===== src/rtl/sync_fifo.sv =====
// Single-clock FIFO with registered read data, occupancy count and threshold flags.
// Status flags are decoded directly from the registered count so they are valid out of reset.
module sync_fifo #(
  parameter int WIDTH    = 8,
  parameter int DEPTH    = 8,
  parameter int ADDRESS  = 3,
  parameter int AF_LEVEL = 6,
  parameter int AE_LEVEL = 2
) (
  input  logic               clk,
  input  logic               rst,
  input  logic               w_inc,
  input  logic [WIDTH-1:0]   wr_data,
  input  logic               r_inc,
  input  logic               flush,
  output logic [WIDTH-1:0]   rd_data,
  output logic               rd_valid,
  output logic               full,
  output logic               empty,
  output logic               almost_full,
  output logic               almost_empty,
  output logic [ADDRESS:0]   count,
  output logic               overflow,
  output logic               underflow
);

  localparam int CW = ADDRESS + 1;
  localparam logic [ADDRESS:0] FULL_LVL = CW'(DEPTH);
  localparam logic [ADDRESS:0] AF_LVL   = CW'(AF_LEVEL);
  localparam logic [ADDRESS:0] AE_LVL   = CW'(AE_LEVEL);
  localparam logic [ADDRESS:0] ONE      = CW'(1);

  logic [WIDTH-1:0] mem [DEPTH];
  logic [ADDRESS:0] wr_ptr;
  logic [ADDRESS:0] rd_ptr;
  logic             wr_ok;
  logic             rd_ok;
  logic [ADDRESS:0] count_nxt;

  assign full         = (count == FULL_LVL);
  assign empty        = (count == '0);
  assign almost_full  = (count >= AF_LVL);
  assign almost_empty = (count <= AE_LVL);

  // rst gating keeps the memory from being written while reset is still held
  assign wr_ok = rst & w_inc & ~full  & ~flush;
  assign rd_ok = rst & r_inc & ~empty & ~flush;

  always_comb begin
    count_nxt = count;
    if (flush) begin
      count_nxt = '0;
    end else begin
      case ({wr_ok, rd_ok})
        2'b10:   count_nxt = count + ONE;
        2'b01:   count_nxt = count - ONE;
        default: count_nxt = count;
      endcase
    end
  end

  always_ff @(posedge clk or negedge rst) begin
    if (!rst) begin
      wr_ptr    <= '0;
      rd_ptr    <= '0;
      count     <= '0;
      rd_data   <= '0;
      rd_valid  <= 1'b0;
      overflow  <= 1'b0;
      underflow <= 1'b0;
    end else begin
      count     <= count_nxt;
      rd_valid  <= rd_ok;
      overflow  <= w_inc & full  & ~flush;
      underflow <= r_inc & empty & ~flush;
      if (flush) begin
        wr_ptr <= '0;
        rd_ptr <= '0;
      end else begin
        if (wr_ok) wr_ptr <= wr_ptr + ONE;
        if (rd_ok) begin
          rd_ptr  <= rd_ptr + ONE;
          rd_data <= mem[rd_ptr[ADDRESS-1:0]];
        end
      end
    end
  end

  // Storage carries no reset so it can map onto RAM
  always_ff @(posedge clk) begin
    if (wr_ok) mem[wr_ptr[ADDRESS-1:0]] <= wr_data;
  end

endmodule


===== config.mk =====
export PLATFORM = sky130hd
export DESIGN_NAME = sync_fifo
export DESIGN_NICKNAME = d
export VERILOG_FILES = /design/src/rtl/sync_fifo.sv
export SDC_FILE = /design/constraint.sdc
export NUM_CORES = 1
export LEC_CHECK = 0
export CORE_UTILIZATION = 64
export CTS_BUF_LIST = sky130_fd_sc_hd__clkbuf_8
export CTS_CLUSTER_DIAMETER = 200
export DETAILED_ROUTE_END_ITERATION = 8
export PLACE_DENSITY = 0.95
export SETUP_SLACK_MARGIN = 0.5
export SYNTH_ARGS = -nofsm -noshare
export SYNTH_HDL_FRONTEND = slang
export SYNTH_SLANG_ARGS = --single-unit

===== constraint.sdc =====
create_clock -name clk -period 7.4 [get_ports clk]
set_clock_uncertainty 0.2 [all_clocks]
set_input_delay 1.48 -clock clk [delete_from_list [all_inputs] [get_ports clk]]
set_output_delay 1.48 -clock clk [all_outputs]
set_load 0.03 [all_outputs]

Word-level counts from Yosys, hierarchy flattened
Memory sizes are Yosys's and may differ from the RTL's. A register that Yosys moved wholly into a read port is not among the register bits.
Cells that the tools add are included.
- memories: 1
- logic and storage cells: 43
- bits in registers: 15
- bits in writable memories: 64
- output and inout bits: 19
- reductions and logical operators: 6
- equality and inequality tests: 3
- multiplexer cells: 8
- bitwise logic cells: 13
- add/subtract/negate cells: 4
- magnitude comparators: 2
- memories (memory ; depth ; bits a word ; rd ports ; clocked after memory_dff ; wr ports ; line ; RTL):
    mem ; 8 ; 8 ; 1 ; 1 ; 1 ; 33 ; logic [WIDTH-1:0] mem [DEPTH];
- operators by type and width (cell ; count):
    $mux 4 ; 5
    $add 4x1->4 const B ; 3
    $and 1x1->1 ; 10
    $pmux 4 s2 ; 1
    $eq 4x4->1 const B ; 1
    $ge 4x3->1 const B ; 1
    $le 4x2->1 const B ; 1
    $logic_not 4->1 ; 1
    $reduce_bool 2->1 ; 2
    $sub 4x1->4 const B ; 1
    $not 1->1 ; 3
    $reduce_bool 3->1 ; 1
    $eq 2x1->1 const B ; 1
    $eq 2x2->1 const B ; 1
    $mux 1 ; 2
    $reduce_and 2->1 ; 1
    $logic_not 1->1 ; 1

Longest topological paths before layout
- depth in word-level cells: 7
- mapped depth: 11

Worst setup path after synthesis
No wires, ideal clock.
- path type: input -> register
- start: input port w_inc
- end: memory mem[0][0], enable pin
- library setup time: 0.383 ns
- arrival time: 3.219 ns
- stages: 5
- slack: 3.597 ns
- path buffers: 2
- cells stage by stage: buf_1 and3_1 buf_2 or3b_2 nor3_1
- cells in the longest elaborated chain, start to end: 5
- RTL lines (item ; line ; RTL):
    start: declaration ; 12 ; input logic w_inc,
    $and 1x1->1 (3 in a row) ; 46 ; assign wr_ok = rst & w_inc & ~full & ~flush;
    $mux 1 ; 91 ; if (wr_ok) mem[wr_ptr[ADDRESS-1:0]] <= wr_data;
    $mux 1 (implied by the code) ; 91 ;
    end: declaration ; 33 ;
No other way between the ends.

Worst setup path in the final report
- start: register count[1]
- end: output port empty
- cells in the longest elaborated chain, start to end: 1
- RTL lines (item ; line ; RTL):
    start: declaration ; 22 ; output logic [ADDRESS:0] count,
    start signal: assignment ; 72 ; count <= count_nxt;
    $logic_not 4->1 ; 41 ; assign empty = (count == '0);
    end: declaration ; 19 ; output logic empty,
No other way between the ends.

==> qor.yml <==
synth_compound_area_frac: 0.05656
grt_pass1_wl_um: 11090
drt-initial-drc-count: 158
viasPerCell: 6.325
num_rows: 26
endpoint_kind: "output port"
finalMaxSlewViolations: 0
syn_nets: 232
synthMuxAreaShare: 0.1273
core_um2: 5205
routed_wl_um: 6814
syn_avg_cell_area_um2: 16.46
cp_top_family: "simple AND/OR/NAND/NOR gates"
pin_count: 32
postCtsHoldBufs: 0
grt.overflow.total: 0
clk_latency_ps: 350
cts-root-buf: "clkbuf_8"
n_antenna_cell: 0
cts_tree: "yes"
final_util: 0.7880
synth_edf_count: 64
synth_area_um2: 3540
hp-start: "rd_data[6]"
synth_xor_xnor_area_share: 0.01237
die_y_um: 76.37
synth_top_area_frac: 0.5429
worst_slew_pin_slew_ps: 1361
outcome: "completed"
yosys-top-cells-area: "edfxtp_1 (54%), dfrtp_1 (15%), mux4_2 (10%)"
p_leak_nw: 1.376
power_w: 0.001180
worstPathRequired_ps: 5720
ys_ff_latch: 85
drtAntennaViolNets: 0
cts_sinks: 85
critPathMaxStageDelay_ps: 1020
post-cts-setup-buffers: 0
multiInputGateArea_um2: 1023
p_per_area_nw_per_um2: 287.7
fmax_ghz: 0.2261
seq_area_frac_synth: 0.6914
cp-startpoint: "count[1]"
drive_gt1_frac: 0.1520
async_flop_share: 0.2471
r2r-start: "count[1]"
dieArea_um2: 5832
ys_types: 42
synth_adder_area_share: 0.01414
rsz0062_at_grt: "no"
cp_num_buf_inv: 1
clk_pin_slew_worst_paths_ps: 90
hpwlAfterDp_um: 4243
track_usage: 0.2695
syn_to_final_growth_pct: 15.87
netlist_instances: 215
setup_tns_ps: 0
vdd_drop_max_mv: 0.2350
setup_slack_ps: 2976
nFillCells: 287
worstPathCellList: "nor4_2 > clkdlybuf4s50_1"
period_minus_slack_ps: 4424
cts_max_level: 3
synth_top_cell_by_area: "edfxtp_1"
vias: 2024
whs_ps: 335.9
fp.dieW_um: 76.37
cts-buffers-inserted: 9
relSlewSlack: 0.08598
crit_type: "flip-flop to output port"
finalSetupViolations: 0
arrival_ps: 2740
drc: 0
drtPass1Iterations: 4
layout_common_cells: "edfxtp_1 (64), clkdlybuf4s50_1 (31), nor2_1 (22)"
nets: 262
antenna_found_initial: 0
worst_path_max_delay_cell: "nor4_2"
final_common_cell: "edfxtp_1"
io_buffer_count: 31
finalWeightedCongestion: 0.8570
yosys_warnings: 0
crit_fanout: 12
wire_per_inst_um: 21.29
critPathLaunchType: "flip-flop"
fin_crit_sh: 0.5978
ctsResizeCount: 0
hp-class: "flip-flop to flip-flop"
final-seq-area_um2: 2447
synth_simple_gate_area_frac: 0.07706
synth_top_family_by_area: "multiplexers"
start_util: 0.6800
grt_pass1_vias: 2116
synth_flop_cell: "edfxtp_1"
post-place-ws_ps: 2652
max-cap-violations: 0
grt_start_max_net_pins: 30
clk_path_buf_depth: 2
hold_viol: 0
routing by layer:
| layer | up-vias | share of wire | track usage |
|---|---|---|---|
| met1 | 1017 | 0.37 | 0.3304 |
| met5 | - | 0 | 0 |
| met3 | 18 | 0.066 | 0.07066 |
| li1 | 894 | - | - |
| met2 | 95 | 0.54 | 0.4541 |
| met4 | 0 | 0.024 | 0.1173 |
worst paths after layout:
kind | slack (ps) | cells past startpoint | end
setup / recovery | 2980 | 2 | empty
min in group asynchronous | 1290 | 2 | rd_data[2]
setup reg to reg | 3980 | 4 | mem[0][7]
hold reg to reg | 340 | 2 | rd_data[6]
max in group asynchronous | 5440 | 2 | rd_ptr[0]
hold / removal | 340 | 2 | rd_data[6]
sequential cells by signal, summed over array words and instances (netlist names):
register and count:
underflow 1, count 4, wr_ptr 3, rd_valid 1
mem 64, rd_ptr 3, rd_data 8, overflow 1
area by class of cell:
class	count	area share
Clock inverter	7	0.02196
Tap cell	70	0.02135
Multi-Input combinational cell	114	0.2495
Inverter	3	0.002746
Clock buffer	9	0.03020
Sequential cell	85	0.5967
Timing Repair Buffer	32	0.07749
kinds of logic (layout without fill, tap and decap cells):
kind of cell    count (synthesis)  after routing
compound gates                 27             27
fa+ha+maj                       4              4
buf+inv                        16             51
mux                            25             25
simple gates                   53             53
flops                          85             85
xor+xnor                        5              5
power breakdown:
part           total, W  internal [W]  switching, W
Sequential     0.000579      0.000544     0.0000347
Clock          0.000349      0.000188      0.000161
Combinational  0.000252      0.000111      0.000141
Total           0.00118      0.000844      0.000337
synthesized netlist by cell type (all sizes together) (3+ instances only):
cell type and instances:
nor3 9, dfrtp 21, xnor2 3, nor3b 3, buf 9, edfxtp 64, mux4 16, clkbuf 4
nor2 22, a21oi 12, inv 3, ha 4, mux2i 9, nand2 6
worst min-delay path, cell delays in order, from the launching register on:
cell,delay [ps]
dfrtp_1,350
nor2_1,50
a21oi_1,100
through the flow:
step,cells,instance area (um^2)
after floorplan,215,3540
after global placement,304,3887
after detailed placement,304,3887
after CTS,320,4101
after global routing,320,4101
final,320,4101
Power figures use the tool's default switching activity.
